[src/rtl/alarm_bank_snooze.sv]
// alarm_bank_snooze: a bank of NUM_ALARMS alarm slots (time plus day mask)
// that share one ring FSM (IDLE/RINGING/SNOOZED). The FSM handles snooze
// countdown, the snooze limit and the ring timeout.
// Everything advances on the 1/sec Pulse, the same pulse that drives the
// time counters.
module alarm_bank_snooze #(
    parameter int          NUM_ALARMS   = 4,
    parameter int          SNOOZE_MIN   = 9,
    parameter int          MAX_SNOOZE   = 3,
    parameter int          RING_SEC     = 60,
    parameter logic [6:0]  DEFAULT_MASK = 7'b0111110,
    localparam int         IW           = (NUM_ALARMS > 1) ? $clog2(NUM_ALARMS) : 1
) (
    input  logic                  Pulse,
    input  logic                  Reset,
    input  logic [6:0]            TSec,
    input  logic [6:0]            TMin,
    input  logic [6:0]            THrs,
    input  logic [2:0]            Day,
    input  logic                  Alarmon,
    input  logic [NUM_ALARMS-1:0] AlmEn,
    input  logic                  Alarmset,
    input  logic [IW-1:0]         Sel,
    input  logic                  Minadv,
    input  logic                  Hrsadv,
    input  logic                  MaskWr,
    input  logic [6:0]            MaskIn,
    input  logic                  Stop,
    input  logic                  Snooze,
    output logic                  Buzz,
    output logic                  Snoozed,
    output logic [IW-1:0]         ActIdx,
    output logic [9:0]            SnzLeft,
    output logic [6:0]            DMin,
    output logic [6:0]            DHrs,
    output logic [6:0]            DMask,
    output logic [1:0]            DbgState
);

    localparam int RW  = (RING_SEC > 1) ? $clog2(RING_SEC) : 1;
    localparam int SCW = (MAX_SNOOZE > 0) ? $clog2(MAX_SNOOZE + 1) : 1;
    localparam logic [9:0]     SNZ_LOAD = 10'(SNOOZE_MIN * 60 - 1);
    localparam logic [RW-1:0]  RING_END = RW'(RING_SEC - 1);
    localparam logic [SCW-1:0] SNZ_MAX  = SCW'(MAX_SNOOZE);

    typedef enum logic [1:0] {
        S_IDLE    = 2'd0,
        S_RINGING = 2'd1,
        S_SNOOZED = 2'd2
    } state_t;

    // Slot storage
    logic [6:0] r_amin [NUM_ALARMS];
    logic [6:0] r_ahrs [NUM_ALARMS];
    logic [6:0] r_mask [NUM_ALARMS];

    // Edge-detect history
    logic r_match_prev;
    logic r_stop_prev;
    logic r_snz_prev;

    // Ring FSM state and counters
    state_t         r_state;
    logic [RW-1:0]  r_ring_cnt;
    logic [SCW-1:0] r_snz_cnt;
    logic [9:0]     r_snz_left;
    logic [IW-1:0]  r_act_idx;

    state_t         w_state_nx;
    logic [RW-1:0]  w_ring_nx;
    logic [SCW-1:0] w_scnt_nx;
    logic [9:0]     w_snzl_nx;
    logic [IW-1:0]  w_act_nx;

    logic [NUM_ALARMS-1:0] w_slot_match;
    logic [IW-1:0]         w_winner;
    logic                  w_match_now;
    logic                  w_trigger;
    logic                  w_stop_ev;
    logic                  w_snz_ev;

    // Slot setting: minute/hour advance wrap without carry.
    // A Sel value that names no slot matches no index, so the write is dropped.
    always_ff @(posedge Pulse or posedge Reset) begin
        if (Reset) begin
            for (int i = 0; i < NUM_ALARMS; i++) begin
                r_amin[i] <= 7'd0;
                r_ahrs[i] <= 7'd0;
                r_mask[i] <= DEFAULT_MASK;
            end
        end else begin
            for (int i = 0; i < NUM_ALARMS; i++) begin
                if (Sel == IW'(i)) begin
                    if (Alarmset && Minadv)
                        r_amin[i] <= (r_amin[i] == 7'd59) ? 7'd0 : r_amin[i] + 7'd1;
                    if (Alarmset && Hrsadv)
                        r_ahrs[i] <= (r_ahrs[i] == 7'd23) ? 7'd0 : r_ahrs[i] + 7'd1;
                    if (MaskWr)
                        r_mask[i] <= MaskIn;
                end
            end
        end
    end

    // Display readback of the selected slot; an out-of-range Sel reads zero
    always_comb begin
        DMin  = 7'd0;
        DHrs  = 7'd0;
        DMask = 7'd0;
        for (int i = 0; i < NUM_ALARMS; i++) begin
            if (Sel == IW'(i)) begin
                DMin  = r_amin[i];
                DHrs  = r_ahrs[i];
                DMask = r_mask[i];
            end
        end
    end

    // Per-slot compare against the running time. Day 7 is not a valid day.
    always_comb begin
        w_slot_match = '0;
        for (int i = 0; i < NUM_ALARMS; i++) begin
            w_slot_match[i] = AlmEn[i] && (TMin == r_amin[i]) && (THrs == r_ahrs[i])
                              && (Day != 3'd7) && r_mask[i][Day];
        end
    end

    // Lowest matching index wins
    always_comb begin
        w_winner = '0;
        for (int i = NUM_ALARMS - 1; i >= 0; i--) begin
            if (w_slot_match[i])
                w_winner = IW'(i);
        end
    end

    assign w_match_now = Alarmon && !Alarmset && (TSec == 7'd0) && (|w_slot_match);
    assign w_trigger   = w_match_now && !r_match_prev;
    assign w_stop_ev   = Stop && !r_stop_prev;
    assign w_snz_ev    = Snooze && !r_snz_prev;

    // Edge history. A frozen clock that keeps matching cannot retrigger.
    always_ff @(posedge Pulse or posedge Reset) begin
        if (Reset) begin
            r_match_prev <= 1'b0;
            r_stop_prev  <= 1'b0;
            r_snz_prev   <= 1'b0;
        end else begin
            r_match_prev <= w_match_now;
            r_stop_prev  <= Stop;
            r_snz_prev   <= Snooze;
        end
    end

    // Ring FSM next-state. Priority is Alarmon low, then stop, then snooze,
    // then timeout/countdown. Any move to IDLE clears the snooze bookkeeping.
    always_comb begin
        w_state_nx = r_state;
        w_ring_nx  = r_ring_cnt;
        w_scnt_nx  = r_snz_cnt;
        w_snzl_nx  = r_snz_left;
        w_act_nx   = r_act_idx;
        if (!Alarmon) begin
            w_state_nx = S_IDLE;
        end else begin
            case (r_state)
                S_IDLE: begin
                    if (w_trigger) begin
                        w_state_nx = S_RINGING;
                        w_act_nx   = w_winner;
                        w_ring_nx  = '0;
                        w_scnt_nx  = '0;
                    end
                end
                S_RINGING: begin
                    if (w_stop_ev) begin
                        w_state_nx = S_IDLE;
                    end else if (w_snz_ev) begin
                        if (r_snz_cnt < SNZ_MAX) begin
                            w_state_nx = S_SNOOZED;
                            w_snzl_nx  = SNZ_LOAD;
                            w_scnt_nx  = r_snz_cnt + 1'b1;
                        end else begin
                            w_state_nx = S_IDLE;
                        end
                    end else if (r_ring_cnt == RING_END) begin
                        w_state_nx = S_IDLE;
                    end else begin
                        w_ring_nx = r_ring_cnt + 1'b1;
                    end
                end
                S_SNOOZED: begin
                    if (w_stop_ev) begin
                        w_state_nx = S_IDLE;
                    end else if (r_snz_left == 10'd0) begin
                        w_state_nx = S_RINGING;
                        w_ring_nx  = '0;
                    end else begin
                        w_snzl_nx = r_snz_left - 1'b1;
                    end
                end
                default: w_state_nx = S_IDLE;
            endcase
        end
        if (w_state_nx == S_IDLE) begin
            w_snzl_nx = 10'd0;
            w_scnt_nx = '0;
            w_ring_nx = '0;
        end
    end

    // Ring FSM state register
    always_ff @(posedge Pulse or posedge Reset) begin
        if (Reset) begin
            r_state    <= S_IDLE;
            r_ring_cnt <= '0;
            r_snz_cnt  <= '0;
            r_snz_left <= 10'd0;
            r_act_idx  <= '0;
        end else begin
            r_state    <= w_state_nx;
            r_ring_cnt <= w_ring_nx;
            r_snz_cnt  <= w_scnt_nx;
            r_snz_left <= w_snzl_nx;
            r_act_idx  <= w_act_nx;
        end
    end

    assign Buzz     = (r_state == S_RINGING);
    assign Snoozed  = (r_state == S_SNOOZED);
    assign ActIdx   = r_act_idx;
    assign SnzLeft  = r_snz_left;
    assign DbgState = r_state;

endmodule

[config.mk]
export PLATFORM = sky130hd
export DESIGN_NAME = alarm_bank_snooze
export DESIGN_NICKNAME = d
export VERILOG_FILES = /design/src/rtl/alarm_bank_snooze.sv
export SDC_FILE = /design/constraint.sdc
export NUM_CORES = 1
export LEC_CHECK = 0
export BUFFER_PORTS_ARGS = -buffer_cell sky130_fd_sc_hd__buf_4
export CORE_ASPECT_RATIO = 0.9
export CORE_MARGIN = 2
export CORE_UTILIZATION = 43
export CTS_CLUSTER_SIZE = 30
export DETAILED_ROUTE_END_ITERATION = 10
export HOLD_SLACK_MARGIN = 0.06
export PLACE_DENSITY = 0.68
export SYNTH_ARGS = -nofsm -noshare
export SYNTH_HDL_FRONTEND = slang
export SYNTH_SLANG_ARGS = --single-unit
[constraint.sdc]
create_clock -name Pulse -period 7.6 [get_ports Pulse]
set_input_delay 0.76 -clock Pulse [delete_from_list [all_inputs] [get_ports Pulse]]
set_output_delay 0.76 -clock Pulse [all_outputs]
set_load 0.01 [all_outputs]
## Word-level counts from Yosys, hierarchy flattened

Cells that the tools add are included.

| storage, ports and cells | value |
|---|---|
| register bits | 109 |
| output and inout bits | 37 |
| word-level logic and storage cells | 184 |

| cells by class | value |
|---|---|
| add/subtract/negate cells | 11 |
| magnitude comparators | 2 |
| equality and inequality tests | 32 |
| muxes and demuxes | 65 |
| reduce and logical (&&, ||, !) cells | 54 |

Operators with widths:

| kind | number |
|---|---|
| 2-to-1 mux 7 bit | 20 |
| 2-to-1 mux 10 bit | 7 |
| adder 7 x 1 -> 7 bit, second input constant | 8 |
| equality test 7 bit | 8 |
| 2-to-1 mux 6 bit | 8 |
| 2-to-1 mux 2 bit | 18 |
| equality test 7 x 5 -> 1 bit, second input constant | 4 |
| equality test 7 x 6 -> 1 bit, second input constant | 4 |
| logical AND 1 bit | 24 |
| AND reduction 2 bit | 12 |
| case mux 10 bit (2 select lines) | 1 |
| case mux 6 bit (3 select lines) | 1 |
| != test 3 x 2 -> 1 bit, second input constant | 5 |
| binary-select mux 1 bit (select 3 bit) | 4 |
| zero test 10 bit | 1 |
| subtractor 10 x 1 -> 10 bit, second input constant | 1 |
| != test 3 x 1 -> 1 bit, second input constant | 3 |
| AND reduction 8 bit | 1 |
| zero test 7 bit | 1 |
| AND reduction 7 bit | 1 |
| adder 6 x 1 -> 6 bit, second input constant | 1 |
| equality test 2 bit, second input constant | 3 |
| equality test 6 bit, second input constant | 1 |
| zero test 2 bit | 3 |
| other kinds (15) | 24 |

## Logic depth before layout (Yosys ltp)

| logic depth | value |
|---|---|
| depth in word-level cells | 14 |
| depth in mapped cells | 12 |
| gate-level depth less buffers | 9 |

## Least setup slack after synthesis

No wires, ideal clock.

| timing path | value |
|---|---|
| path kind | input port to output port |
| from | input port Sel[0] |
| to | output port DHrs[2] |
| arrival time | 2244 ps |
| slack | 4596 ps |
| stages | 3 |
| buffers on the path | 2 |
| path through | buf_1 > clkbuf_1 > mux4_2 |

| on the way | value |
|---|---|
| word-level cells in the longest chain between the ends | 5 |

Ends and longest elaborated chain:

| element | line | source |
|---|---|---|
| from (decl) | 23 | `input logic [IW-1:0] Sel,` |
| zero test 2 bit | 111 | `if (Sel == IW'(i)) begin` |
| 2-to-1 mux 7 bit (3 in a row) | 111 |  |
| 2-to-1 mux 7 bit * | 111 |  |
| to (decl) | 35 | `output logic [6:0] DHrs,` |

Every way passes the cells marked *; elsewhere a longest branch is shown, timed or not.

## Final worst setup path

| timing path | value |
|---|---|
| from | register r_state[1] (netlist: DbgState[1]) |
| to | register r_snz_left[7] (netlist: SnzLeft[7]) |

| on the way | value |
|---|---|
| word-level cells in the longest chain between the ends | 8 |

Ends and longest elaborated chain:

| element | line | source |
|---|---|---|
| from (decl) | 63 | `state_t r_state;` |
| from (signal assigned) | 221 | `r_state <= w_state_nx;` |
| 2-to-1 mux 2 bit | 186 | `end else if (r_ring_cnt == RING_END) begin` |
| 2-to-1 mux 2 bit | 178 | `end else if (w_snz_ev) begin` |
| 2-to-1 mux 2 bit | 176 | `if (w_stop_ev) begin` |
| case mux 2 bit (3 select lines) | 166 | `case (r_state)` |
| 2-to-1 mux 2 bit | 163 | `if (!Alarmon) begin` |
| zero test 2 bit | 205 | `if (w_state_nx == S_IDLE) begin` |
| != test 3 x 2 -> 1 bit (no source line) (tied with other cells) | -- |  |
| AND reduction 7 bit (no source line) | -- |  |
| to (signal assigned) | 224 | `r_snz_left <= w_snzl_nx;` |
| to (decl) | 66 | `logic [9:0] r_snz_left;` |

Parallel ways exist; a longest one is shown, timed or not. The select of a mux whose other input is x is not followed.
A chain may end at the register's enable or synchronous reset.

==> flow_summary.json <==
{
  "route.antenna.remaining_nets": 0,
  "detailedRoute.firstPassIterationCount": 5,
  "run_status": "completed",
  "max_slew.worst_pin.slew_ns": 0.9941,
  "netSwitchingPower_uw": 613.9,
  "dp_slack_ns": 4.106,
  "sequential_cell_area_um2": 2753,
  "timing.max_cap.violations": 0,
  "mostFrequentLayoutCell": "sky130_fd_sc_hd__dfrtp_1",
  "power-per-cell-area_nw_per_um2": 222.0,
  "final.setup_skew_ns": 0.008524,
  "peak_supply_drop_v": 0.0001258,
  "timing.max_slew.rel_slack_pct": 33.73,
  "fin_area_um2": 8021,
  "clock_sink_count": 109,
  "flow.area_growth_from_synthesis_pct": 14.14,
  "initial_utilization_pct": 43.72,
  "netlist_instances": 684,
  "route.vias.total": 5759,
  "syn-num-nets": 745,
  "post_cts_hold_buffer_count": 0,
  "layout_setup_ws_ns": 4.125,
  "async_s_r_ff_share_synth_pct": 100.0,
  "synthDistinctLibCells": 57,
  "grt_setup_unrepaired": "false",
  "die_area_um2": 17380,
  "report.final.hold_viol_count": 0,
  "ys_seq_area_share_pct": 39.17,
  "setup.worst_path.end_class": "register",
  "max_freq_mhz": 287.7,
  "clock_tree.htree_level_count": 3,
  "globalRouteOverflowTotal": 0,
  "share_clk_of_total_power_pct": 25.8,
  "wl_met3_mm": 1.248,
  "net_sw_share_pct": 34.47,
  "area_occupied_by_multi_input_gates_um2": 4036,
  "die_x_um": 138.8,
  "min_tclk_post_route_ns": 3.475,
  "grt_use_total_pct": 21.96,
  "detail_route.wirelength.met1_mm": 8.381,
  "grt_start_max_net_pins": 79,
  "placedInstanceArea_um2": 7741,
  "synth_top_flop_cell": "sky130_fd_sc_hd__dfrtp_1",
  "avgRoutedWirePerCell_um": 19.71,
  "std_cell_rows": 44,
  "intPower_mw": 1.167,
  "drtIter0Drc": 466,
  "kind_of_path_behind_the_tightest_hold_check": "in2async",
  "die-height_um": 125.3,
  "crit_required_ns": 7.87,
  "maxUsedRoutingLayer": "met4",
  "whs_ns": 0.3962,
  "pwr-share-seq_pct": 47.5,
  "synth.cell_area_um2": 7028,
  "cts.repair.resized": 0,
  "antenna_found_initial": 0,
  "tritoncts": "yes",
  "drt-vias-per-instance": 6.062,
  "cp-start-kind": "register",
  "synth_edf_count": 0,
  "port_buffers": 82,
  "avg_synthesized_cell_area_um2": 10.27,
  "n_fill_cell": 1498,
  "detail_route.wirelength_mm": 18.73,
  "crit_type": "reg2reg",
  "setup_total_negative_slack_ns": 0,
  "routed-wl-met2_mm": 8.788,
  "setup_viol_count_final": 0,
  "dpl.hpwl_mm": 14.10,
  "cts_max_path_buffers": 2,
  "most-common-layout-cells": "sky130_fd_sc_hd__dfrtp_1 (89), sky130_fd_sc_hd__buf_4 (84), sky130_fd_sc_hd__xnor2_1 (76)",
  "rr_worst_depth": 9,
  "synth.ff_latch_count": 109,
  "antenna_cells": 0,
  "maxSlewViolCount": 0,
  "regToRegSetupSlack_ns": 4.12,
  "drt_drc_violations_left": 0,
  "layout_worst_path_cycle_share_pct": 45.73,
  "final_stage_net_count": 799,
  "worst_ep_arrival_time_ns": 3.75,
  "post-cts-setup-buffer-count": 0,
  "worst_setup_hold_path_clk_slew_ns": 0.08,
  "coreArea_um2": 16080,
  "dp_cells": 934,
  "synth-warning-count": 0,
  "worst_skew_pair.late_latency_ns": 0.36,
  "number_of_buffers_created_by_cts": 9,
  "p_comb_share_pct": 26.7,
  "boundary_pin_count": 83,
  "finalWeightedCongestion": 0.9075,
  "p_leak_nw": 3.203,
  "first_global_vias": 5672,
  "grt_pass1_wl_mm": 30.67,
  "post_route_cells_drive_above_1_share_pct": 26.11,
  "cts-root-buf": "sky130_fd_sc_hd__clkbuf_16",
  "layoutNonFillerInstCount": 950,
  "crit_fanout": 18
}
-- layout make-up --
type / count / share of cell area, %
inverters: 16 / 0.7799
flip-flops and latches: 109 / 34.32
clock buffers: 9 / 2.808
repair buffers: 84 / 7.861
well taps: 207 / 3.229
clock inverters: 7 / 0.6863
multi-input cells: 518 / 50.32
-- path summary, 6_finish.rpt --
| check | startpoint | endpoint |
|---|---|---|
| worst max register to register | DbgState[1] | SnzLeft[7] |
| worst min-delay path | Reset | r_amin[21] |
| max in group asynchronous | Reset | r_ahrs[21] |
| min in group Pulse | Snooze | r_snz_prev |
| worst max-delay path | DbgState[1] | SnzLeft[7] |
| worst min register to register | r_mask[14] | r_mask[14] |
-- Yosys cell counts, types with 2 or more instances --
cell                        number  area, µm²
sky130_fd_sc_hd__nor4_1          4      25.02
sky130_fd_sc_hd__o2111ai_1       5      43.79
sky130_fd_sc_hd__dfstp_2        20      525.5
sky130_fd_sc_hd__dfrtp_1        89       2227
sky130_fd_sc_hd__o2bb2ai_1       6      52.55
sky130_fd_sc_hd__a21oi_1        24      120.1
sky130_fd_sc_hd__a31oi_1         8      50.05
sky130_fd_sc_hd__buf_2           8      40.04
sky130_fd_sc_hd__and4b_1         4      40.04
sky130_fd_sc_hd__nor2b_1        10      62.56
sky130_fd_sc_hd__nand4_1        48      300.3
sky130_fd_sc_hd__xor2_1         14      122.6
sky130_fd_sc_hd__nand2b_1        8      50.05
sky130_fd_sc_hd__ha_1           15      187.7
sky130_fd_sc_hd__and3_1          7      43.79
sky130_fd_sc_hd__o211ai_1        4      30.03
sky130_fd_sc_hd__o21ai_0        26      130.1
sky130_fd_sc_hd__mux2_2         36      405.4
sky130_fd_sc_hd__o31ai_1         5      37.54
sky130_fd_sc_hd__a2111o_1        3      33.78
sky130_fd_sc_hd__nand4b_1        2      17.52
sky130_fd_sc_hd__nor3b_1         3      22.52
sky130_fd_sc_hd__a211o_1         4      35.03
sky130_fd_sc_hd__nand2_1        47      176.4
sky130_fd_sc_hd__a22o_1          2      17.52
sky130_fd_sc_hd__or3_1           5      31.28
sky130_fd_sc_hd__or4_1           9      67.56
sky130_fd_sc_hd__mux2i_1         9      90.09
sky130_fd_sc_hd__buf_6           2      22.52
sky130_fd_sc_hd__xnor2_1        76      665.6
sky130_fd_sc_hd__a21oi_2         5      43.79
sky130_fd_sc_hd__nand3_1        23      115.1
sky130_fd_sc_hd__nor3_1         16      80.08
sky130_fd_sc_hd__nor2_1         43      161.4
sky130_fd_sc_hd__mux4_2         25      563.0
sky130_fd_sc_hd__buf_1           3      11.26
sky130_fd_sc_hd__inv_1          15      56.30
sky130_fd_sc_hd__clkbuf_1       28      105.1
sky130_fd_sc_hd__o22ai_1         3      18.77
sky130_fd_sc_hd__nand3b_1        3      22.52
-- metrics by stage --
| step | util [%] | power [mW] |
|---|---|---|
| final | 49.90 | 1.781 |
| after global routing | 49.90 | 1.871 |
| after CTS | 49.90 | 1.781 |
| after detailed placement | 48.16 | 1.320 |
| after global placement | 48.16 | 1.298 |
| after floorplan | - | 1.139 |
-- registers in the layout, indices dropped and copies added, names as in the netlist --
name / count
r_amin: 28
r_snz_prev: 1
r_ring_cnt: 6
r_snz_cnt: 2
r_mask: 28
SnzLeft: 10
DbgState: 2
r_ahrs: 28
r_stop_prev: 1
ActIdx: 2
r_match_prev: 1
-- cells by family after synthesis --
family / count (synthesis) / synth area share (%)
DFF: 109 / 39.17
xor gates and xnor gates: 90 / 11.22
muxes: 70 / 15.06
AOI/OAI and AO/OA: 106 / 10.33
adders and majority gates: 15 / 2.670
and+or+nand+nor: 237 / 18.16
buffers and inverters: 57 / 3.400
-- critical path, stage by stage, from the launching register on --
cell	delay [ns]
sky130_fd_sc_hd__dfrtp_1	0.42
sky130_fd_sc_hd__inv_1	0.12
sky130_fd_sc_hd__ha_1	0.52
sky130_fd_sc_hd__clkinv_1	0.41
sky130_fd_sc_hd__a2111oi_0	0.42
sky130_fd_sc_hd__o21ai_0	0.14
sky130_fd_sc_hd__a22o_1	0.30
sky130_fd_sc_hd__nor2b_1	0.16
sky130_fd_sc_hd__a221o_1	0.60
sky130_fd_sc_hd__nor3_1	0.28
-- power groups by stage --
| stage | clock network (mW) | logic (mW) | registers, mW |
|---|---|---|---|
| 6_report | 0.460 | 0.475 | 0.846 |
| 2_1_floorplan | 0 | 0.366 | 0.773 |
| 3_5_place_dp | 0 | 0.468 | 0.853 |
| 4_1_cts | 0.469 | 0.471 | 0.841 |
| 3_3_place_gp | 0 | 0.454 | 0.843 |
| 5_1_grt | 0.491 | 0.516 | 0.864 |
-- layer usage --
metal  track usage [%]  vias to the layer above
met2             34.83                      231
li1                  -                     2637
met4             5.764                        0
met3             4.404                       24
met1             31.02                     2867
met5                 0                        -
No activity file was read; power rests on OpenSTA's default activity.
